**config.mk**
```make
export PLATFORM = sky130hd
export DESIGN_NAME = threshold2_div_seq
export DESIGN_NICKNAME = d
export VERILOG_FILES = /design/src/rtl/threshold2_div_pkg.sv /design/src/rtl/threshold2_div_step.sv /design/src/rtl/threshold2_div_seq.sv
export SDC_FILE = /design/constraint.sdc
export NUM_CORES = 1
export LEC_CHECK = 0
export ABC_AREA = 1
export BUFFER_PORTS_ARGS = -buffer_cell sky130_fd_sc_hd__buf_2
export CORE_UTILIZATION = 40
export CTS_CLUSTER_DIAMETER = 100
export DETAILED_ROUTE_END_ITERATION = 8
export PLACE_DENSITY = 0.62
export SYNTH_ARGS = -nofsm -noshare
export SYNTH_HDL_FRONTEND = slang
export SYNTH_SLANG_ARGS = --single-unit
```
**constraint.sdc**
```tcl
create_clock -name clk -period 4 [get_ports clk]
set_clock_uncertainty 0.15 [all_clocks]
set_input_delay 0.2 -clock clk [delete_from_list [all_inputs] [get_ports clk]]
set_output_delay 0.2 -clock clk [all_outputs]
set_load 0.1 [all_outputs]
```
**src/rtl/threshold2_div_pkg.sv**
```systemverilog
// Shared widths, FSM state type and quotient saturation helper for the threshold2 divider.
package threshold2_div_pkg;
  localparam int DVD_W = 28;
  localparam int DVS_W = 8;
  localparam int QUO_W = 20;

  typedef enum logic [1:0] {IDLE, CALC, ROUND, DONE} state_t;

  // Clamp an internal quotient to all ones when anything sits above bit qw-1.
  function automatic logic [63:0] sat_q(input logic [63:0] q, input int unsigned qw);
    if ((q >> qw) != 64'd0) return '1;
    return q;
  endfunction
endpackage

```
**src/rtl/threshold2_div_step.sv**
```systemverilog
// One restoring division step: shift in a dividend bit, subtract divisor if it fits.
module threshold2_div_step #(
  parameter int DVS_WIDTH = 8
) (
  input  logic [DVS_WIDTH-1:0] rem,
  input  logic                 bit_in,
  input  logic [DVS_WIDTH-1:0] dvs,
  output logic [DVS_WIDTH-1:0] rem_nx,
  output logic                 qbit
);
  logic [DVS_WIDTH:0] trial;
  logic [DVS_WIDTH:0] diff;

  assign trial  = {rem, bit_in};
  assign diff   = trial - {1'b0, dvs};
  assign qbit   = (trial >= {1'b0, dvs});
  assign rem_nx = qbit ? diff[DVS_WIDTH-1:0] : trial[DVS_WIDTH-1:0];
endmodule

```
**src/rtl/threshold2_div_seq.sv**
```systemverilog
// Sequential radix-2 restoring divider (dividend / 8-bit factor), one quotient bit per ce edge.
// Optional THRESHOLD2_DIV_ROUND_EN adds a ROUND state that rounds the quotient to nearest.
module threshold2_div_seq
  import threshold2_div_pkg::*;
#(
  parameter int DVD_WIDTH = DVD_W,
  parameter int DVS_WIDTH = DVS_W,
  parameter int QUO_WIDTH = QUO_W
) (
  input  logic                 clk,
  input  logic                 reset_n,
  input  logic                 ce,
  input  logic                 in_valid,
  output logic                 in_ready,
  input  logic [DVD_WIDTH-1:0] din0,
  input  logic [DVS_WIDTH-1:0] din1,
  output logic                 out_valid,
  input  logic                 out_ready,
  output logic [QUO_WIDTH-1:0] dout_q,
  output logic [DVS_WIDTH-1:0] dout_r,
  output logic                 dbz,
  output logic                 ovf
);
  localparam int CW = $clog2(DVD_WIDTH);

  state_t               state, state_n;
  logic [CW-1:0]        cnt;
  logic [DVD_WIDTH-1:0] dvd, quo, quo_nx, q_fin;
  logic [DVS_WIDTH-1:0] dvs, rem, rem_nx, r_fin;
  logic                 qbit, fin;

  assign in_ready  = (state == IDLE);
  assign out_valid = (state == DONE);
  assign quo_nx    = {quo[DVD_WIDTH-2:0], qbit};

  threshold2_div_step #(.DVS_WIDTH(DVS_WIDTH)) u_step (
    .rem    (rem),
    .bit_in (dvd[cnt]),
    .dvs    (dvs),
    .rem_nx (rem_nx),
    .qbit   (qbit)
  );

`ifdef THRESHOLD2_DIV_ROUND_EN
  // Round half up: remainder at least half the divisor bumps the quotient.
  logic rnd_up;
  assign rnd_up = ({rem, 1'b0} >= {1'b0, dvs});
  assign q_fin  = quo + {{(DVD_WIDTH-1){1'b0}}, rnd_up};
  assign r_fin  = rem;
  assign fin    = (state == ROUND);
`else
  assign q_fin  = quo_nx;
  assign r_fin  = rem_nx;
  assign fin    = (state == CALC) && (cnt == '0);
`endif

  always_comb begin
    state_n = state;
    case (state)
      IDLE:  if (in_valid) state_n = (din1 == '0) ? DONE : CALC;
`ifdef THRESHOLD2_DIV_ROUND_EN
      CALC:  if (cnt == '0) state_n = ROUND;
      ROUND: state_n = DONE;
`else
      CALC:  if (cnt == '0) state_n = DONE;
`endif
      DONE:  if (out_ready) state_n = IDLE;
      default: state_n = IDLE;
    endcase
  end

  always_ff @(posedge clk or negedge reset_n) begin
    if (!reset_n) state <= IDLE;
    else if (ce)  state <= state_n;
  end

  always_ff @(posedge clk or negedge reset_n) begin
    if (!reset_n) begin
      cnt    <= '0;
      dvd    <= '0;
      dvs    <= '0;
      rem    <= '0;
      quo    <= '0;
      dout_q <= '0;
      dout_r <= '0;
      dbz    <= 1'b0;
      ovf    <= 1'b0;
    end else if (ce) begin
      if (state == IDLE && in_valid) begin
        dvd <= din0;
        dvs <= din1;
        rem <= '0;
        quo <= '0;
        cnt <= CW'(DVD_WIDTH-1);
        dbz <= (din1 == '0);
        ovf <= 1'b0;
        if (din1 == '0) begin
          dout_q <= '1;
          dout_r <= '0;
        end
      end
      if (state == CALC) begin
        rem <= rem_nx;
        quo <= quo_nx;
        if (cnt != '0) cnt <= cnt - 1'b1;
      end
      if (fin) begin
        dout_q <= QUO_WIDTH'(sat_q(64'(q_fin), QUO_WIDTH));
        dout_r <= r_fin;
        ovf    <= |q_fin[DVD_WIDTH-1:QUO_WIDTH];
      end
    end
  end
endmodule

```
**Yosys cells after proc, flatten, opt, wreduce, memory -nomap -nowiden**

Cells that the tools add are included.

- Input bits: 41
- Output and inout bits: 32
- Word-level logic and storage cells: 63
- Register bits: 108

- Add/sub/neg operators: 2
- $lt $le $gt $ge: 2
- Equal/unequal tests: 5
- Multiplexer cells: 28
- Reduce and logical (&&, ||, !) cells: 16

Operators by type and width:

| operator | count |
|---|---|
| 20-bit 2-to-1 mux | 5 |
| 64-bit nonzero test | 1 |
| 27-bit 2-to-1 mux | 2 |
| 8-bit 2-to-1 mux | 6 |
| 5-bit 2-to-1 mux | 3 |
| 9-bit by 8-bit >= comparator with 1-bit output | 1 |
| 8-bit zero test | 1 |
| 2-bit 2-to-1 mux | 4 |
| 8-bit OR reduction | 1 |
| 8-bit subtractor | 1 |
| 5-bit by 6-bit less-than comparator with 1-bit output, second input constant | 1 |
| 1-bit 2-to-1 mux | 6 |
| 2-bit one-hot mux with 3 select lines | 1 |
| 2-bit AND reduction | 3 |
| 2-bit nonzero test | 3 |
| 1-bit binary-select mux with 5-bit select | 1 |
| 5-bit zero test | 1 |
| 5-bit nonzero test | 1 |
| 5-bit by 1-bit subtractor with 5-bit output, second input constant | 1 |
| 2-bit != test, second input constant | 2 |
| 4-bit AND reduction | 1 |
| 3-bit AND reduction | 1 |
| 2-bit by 1-bit equality test with 1-bit output, second input constant | 1 |
| 2-bit equality test, second input constant | 1 |
| 3 further kinds | 4 |

**Longest topological paths before layout**

- Depth after elaboration: 6
- Gate-level depth with buffers: 19
- Mapped depth without buffers: 18

**Cells and area by module**

From an unflattened synthesis, not the netlist that was laid out.

- Cells, all modules: 686
- Area, all modules: 5,475.3 µm²

Modules (own cells, without submodules):

| module | cells an instance | area an instance (µm²) | instances | seq. area each (µm²) |
|---|---|---|---|---|
| threshold2_div_seq | 577 | 4,820.9 | 1 | 2,702.6 |
| threshold2_div_step | 109 | 654.4 | 1 | 0.0 |

**Worst setup path before layout**

Ideal clock, no wire load.

- Path type: register to register
- Start point: register state[1]
- End point: register dout_q[0]
- Period minus slack after synthesis: 3.107 ns
- Data required time: 3.776 ns
- Arrival time: 2.883 ns
- Setup time: 0.074 ns
- Slack: 0.893 ns
- Cell stages (with the launch flop): 9
- Buffers on the path: 1
- Cells stage by stage: dfrtp_1 nor2_1 nand2_1 nor2_4 nand3_1 nand2_4 buf_6 nor2_1 a21oi_2

- Longest elaborated chain between the ends: 4
- Elaborated cells between the ends (all ways): 8
- Classes of those cells: eq/ne: 1; mux: 1; reduce/logical: 6

RTL lines:

| what | RTL line | RTL |
|---|---|---|
| start: declaration | threshold2_div_seq.sv:26 | `state_t state, state_n;` |
| start signal: assignment | threshold2_div_seq.sv:74 | `else if (ce) state <= state_n;` |
| 2-bit zero test | -- |  |
| named net in_ready | threshold2_div_seq.sv:14 | `output logic in_ready,` |
| 1-bit logical AND | threshold2_div_seq.sv:89 | `if (state == IDLE && in_valid) begin` |
| 2-bit nonzero test (no line) | -- |  |
| 3-bit AND reduction (no line) | -- |  |
| end signal: assignment | threshold2_div_seq.sv:108 | `dout_q <= QUO_WIDTH'(sat_q(64'(q_fin), QUO_WIDTH));` |
| end: declaration | threshold2_div_seq.sv:19 | `output logic [QUO_WIDTH-1:0] dout_q,` |

The timed path passes the listed nets, and every way through them passes these cells.
A chain may end at the register's enable or synchronous reset.

**Worst setup path after layout**

- Start point: register cnt[0]
- End point: register rem[7]

- Longest elaborated chain between the ends: 5
- Elaborated cells between the ends (all ways): 6
- Classes of those cells: add/sub: 1; order compare: 1; mux: 4

RTL lines:

| what | RTL line | RTL |
|---|---|---|
| start: declaration | threshold2_div_seq.sv:27 | `logic [CW-1:0] cnt;` |
| start signal: assignment | threshold2_div_seq.sv:94 | `cnt <= CW'(DVD_WIDTH-1);` |
| start signal: assignment | threshold2_div_seq.sv:105 | `if (cnt != '0) cnt <= cnt - 1'b1;` |
| 1-bit binary-select mux with 5-bit select (*) | threshold2_div_seq.sv:38 | `.bit_in (dvd[cnt]),` |
| 1-bit 2-to-1 mux (implied by the code) (*) | threshold2_div_seq.sv:38 |  |
| 8-bit subtractor / 9-bit by 8-bit >= comparator with 1-bit output (equally long branches) | threshold2_div_step.sv:15, threshold2_div_step.sv:16 |  |
| 8-bit 2-to-1 mux (*) | threshold2_div_step.sv:17 | `assign rem_nx = qbit ? diff[DVS_WIDTH-1:0] : trial[DVS_WIDTH-1:0];` |
| 8-bit 2-to-1 mux (*) | threshold2_div_seq.sv:102 | `if (state == CALC) begin` |
| end signal: assignment | threshold2_div_seq.sv:103 | `rem <= rem_nx;` |
| end: declaration | threshold2_div_seq.sv:29 | `logic [DVS_WIDTH-1:0] dvs, rem, rem_nx, r_fin;` |

Mark *: on every way between the ends. The rest lies on a longest branch, timed or not. The select of a mux whose other input is x is not followed.

==> tab_implementation.tex <==
\begin{tabular}{lr}
\hline
Metric & Value \\
\hline
\multicolumn{2}{l}{\textbf{Clock network}} \\
Clk Latency, worst-skew pair & around 0.36 ns \\
Register clock-pin slew on the reported worst setup and hold paths & 0.08 ns \\
Number of buffers created by CTS & 9 \\
TritonCTS clock tree & built \\
Buffers inserted by post-CTS timing repair & 0 \\
Number of H-tree branching levels & 3 \\
Sinks on Clock Net & 108 \\
Buffer depth of the longest clock path & 2 \\
Cell at the root of the clock tree & clkbuf\_16 \\
\multicolumn{2}{l}{\textbf{Placement}} \\
Place WS & around 0.76 ns \\
Placer Congestion & 0.890 \\
Detail Placement HPWL & 7620 um \\
Number of port buffers & slightly above 70 \\
\multicolumn{2}{l}{\textbf{Synthesis}} \\
Count of flip-flops with a built-in enable after synthesis & 0 \\
Number of unique standard cell types used by synthesis & 31 \\
Cell with the most instances after synthesis & nand2\_1 \\
Async SR Flop Fraction & 1.00 \\
Post-synthesis cell count & approximately 600 \\
Synthesized area per cell & roughly 8.6 um\^{}2 \\
Cell area after synthesis & 5060 um\^{}2 \\
Most area-hungry cell type in the Yosys netlist & dfrtp\_1 \\
Commonest cells in the netlist & nand2\_1, dfrtp\_1, inv\_1 \\
Yosys warnings & 0 \\
Sequential cell area fraction in the yosys report & 0.534 \\
Top post-synthesis cells by area & dfrtp\_1, nand2\_1, nand3\_1 \\
Syn Nets & 639 \\
Proportion of netlist area held by the largest area contributor & 0.534 \\
Post-synth top flop & dfrtp\_1 \\
Number of synthesized register bits & 108 \\
\multicolumn{2}{l}{\textbf{Critical path}} \\
Critical path data required time & 4.07 ns \\
Worst endpoint data arrival time & between 3 and 4 ns \\
Worst setup slack for register-to-register paths & 0.72 ns \\
Capturing element type of the critical path & register \\
Worst Setup SP & cnt[0] \\
R2r worst-path depth & 17 \\
Launch point of the worst reg-to-reg path & cnt[0] \\
Crit-path max FO & 17 \\
Terminus of the critical flop-to-flop path & rem[7] \\
Critical path class & register to register \\
Sort of element at the start of the critical path & register \\
Critical path destination & rem[7] \\
\multicolumn{2}{l}{\textbf{Timing}} \\
RSZ-0062 raised after global routing & false \\
Actual transition at the worst max-transition pin & 1.02 ns \\
Final count of hold timing violations & 0 \\
Setup WS post-layout & 0.719 ns \\
Fin. max-slew vios & 0 \\
Final Cycle Share & 0.820 \\
Final min period & 3.28 ns \\
Final setup violation count & 0 \\
Sum of negative setup slack & 0 ns \\
Relative slew margins & 0.319 \\
Maximum clock rate & $\sim$0.30 GHz \\
\multicolumn{2}{l}{\textbf{GRT}} \\
Vias in the first global route & 4,192 \\
Maximum number of pins on one net before global-route repair & 82 \\
GRT Resource Usage Total & 0.192 \\
First-pass GRT wire length & 19,600 um \\
Number of antenna violations at the first check in global routing & 0 \\
Remaining global-route overflow & 0 \\
\multicolumn{2}{l}{\textbf{Power}} \\
Total net switching power & 3020 uW \\
Internal power & 2950 uW \\
Lkg Pwr & 0.00316 uW \\
Combinational cell fraction of total power & 0.518 \\
Power per cell area & 955 nW/um\^{}2 \\
Part of the total power dissipated in the clock network & 0.168 \\
Share of total power consumed by net switching & 0.505 \\
Maximum resistive drop on vdd & around 0.40 mV \\
Sequential share of power & 0.314 \\
Total power of the final layout & 5970 uW \\
\multicolumn{2}{l}{\textbf{Die}} \\
Num ports & 73 \\
Standard-cell row count & 40 \\
Initial Util & 0.416 \\
Die width & around 110 um \\
Total die area & 13,100 um\^{}2 \\
Vert. Die Dim & 115 um \\
Core Footprint & approximately 12,000 um\^{}2 \\
\multicolumn{2}{l}{\textbf{Worst hold path}} \\
Instance count along the most critical hold path & 4 \\
Hold WC Path Type & input pin to register \\
\multicolumn{2}{l}{\textbf{Finish}} \\
Final net count & 741 \\
Antenna diode count & 0 \\
Core utilization of the finished layout & 0.514 \\
Number of inserted filler cells in the final layout & approximately 1,100 \\
Layout overhead on the synthesized area & 23.3\% \\
Ratio of cells with drive above 1 in the final layout & 0.183 \\
\multicolumn{2}{l}{\textbf{Status}} \\
Result of the run & finished, final reports clean \\
\multicolumn{2}{l}{\textbf{Route}} \\
Total routed wirelength & $\sim$11,000 um \\
\# DRC & 0 \\
DRC marker count from the first detailed-route iteration & around 160 \\
Pre-antenna DRT Iters & 4 \\
Number of nets with antenna violations after detailed routing & 0 \\
Routed wirelength normalized by instance count & around 13 um \\
Total number of vias & 4,129 \\
Detailed-route vias per instance & 4.78 \\
\multicolumn{2}{l}{\textbf{Job}} \\
Max-capacitance violation count & 0 \\
\hline
\end{tabular}
## critical path, cell delays in order, from the launching register on
cell and delay [ns]:
dfrtp_1 0.63, inv_1 0.33, nand2_1 0.14, nand3_1 0.07, nand3_1 0.09, nand3_1 0.07, nand2_1 0.06, nand2_1 0.06
and2_1 0.14, ha_1 0.29, nand2_1 0.07, inv_1 0.04, nand4_1 0.11, inv_1 0.05, nor2_1 0.50, nand2_1 0.15
nand3_1 0.10, o21ai_0 0.09
## cell type report
class | instances | area [um^2] | share of cell area
Sequential cell | 108 | 2700 | 0.433
Multi-Input combinational cell | 392 | 1980 | 0.317
Timing Repair Buffer | 111 | 748 | 0.120
Inverter | 68 | 263 | 0.0421
Clock buffer | 9 | 225 | 0.0361
Tap cell | 168 | 210 | 0.0336
Clock inverter | 7 | 116 | 0.0186
## per-stage QoR
| step | hold slack [ns] | instances | cell area (um^2) |
|---|---|---|---|
| floorplan | -0.246 | 588 | 5060 |
| global placement | 0.251 | 810 | 5540 |
| detailed placement | 0.252 | 810 | 5540 |
| CTS | 0.0642 | 863 | 6250 |
| global route | 0.0902 | 863 | 6250 |
| finish | 0.0682 | 863 | 6250 |
## logic make-up (layout without fill, tap and decap cells)
| logic type | count (synthesis) | after routing | synth area share |
|---|---|---|---|
| buf+inv | 88 | 195 | 0.0751 |
| fa+ha+maj | 10 | 10 | 0.0262 |
| mux | 1 | 1 | 0.00198 |
| compound gates | 85 | 85 | 0.105 |
| xor+xnor | 5 | 5 | 0.00865 |
| simple gates | 291 | 291 | 0.249 |
| flops | 108 | 108 | 0.534 |
## flip-flops by register name, indices dropped and copies added, names as in the netlist
name,flops
dbz,1
dvd,28
dvs,8
ovf,1
dout_q,20
cnt,5
state,2
dout_r,8
rem,8
quo,27
## worst min-delay path by stage
stage	from	to	slack [ns]
floorplan	reset_n	cnt[0]	-0.25
global placement	din0[5]	dvd[5]	0.25
detailed placement	din0[5]	dvd[5]	0.25
CTS	in_valid	state[1]	0.06
global route	in_valid	state[1]	0.09
finish	in_valid	state[1]	0.07
## placed cells by master (no fill, tap or decap), types with 4 or more instances in the layout
cell type      count
nand2_1          185
dfrtp_1          108
buf_2             71
inv_1             61
nand3_1           47
nor2_1            37
dlygate4sd3_1     37
o21ai_0           34
a21oi_2           20
o22ai_1           19
ha_1               9
clkbuf_16          9
a21oi_1            5
xor2_1             5
inv_2              4
nor2_4             4
nand4_1            4
nor3_1             4
## power by group through the flow
| stage | logic (uW) | clock network (uW) | registers [uW] |
|---|---|---|---|
| 3_5_place_dp | 3060 | 0 | 1890 |
| 5_1_grt | 3440 | 1060 | 1930 |
| 4_1_cts | 3110 | 1030 | 1880 |
| 2_1_floorplan | 1620 | 0 | 2750 |
| 6_report | 3090 | 1000 | 1870 |
| 3_3_place_gp | 3020 | 0 | 1880 |
## routing by layer
| metal | vias up | part of all wire | GRT usage |
|---|---|---|---|
| met5 | - | 0 | 0 |
| met4 | 0 | 0.018 | 0.0710 |
| met3 | 15 | 0.037 | 0.0429 |
| met2 | 73 | 0.48 | 0.316 |
| met1 | 1950 | 0.47 | 0.249 |
| li1 | 2091 | - | - |
## repair_timing
action / CTS / global route
hold endpoints to repair: 116 / 0
hold buffers: 37 / 0
resized for setup: 0 / 0
(Power assumes the default switching activity.)
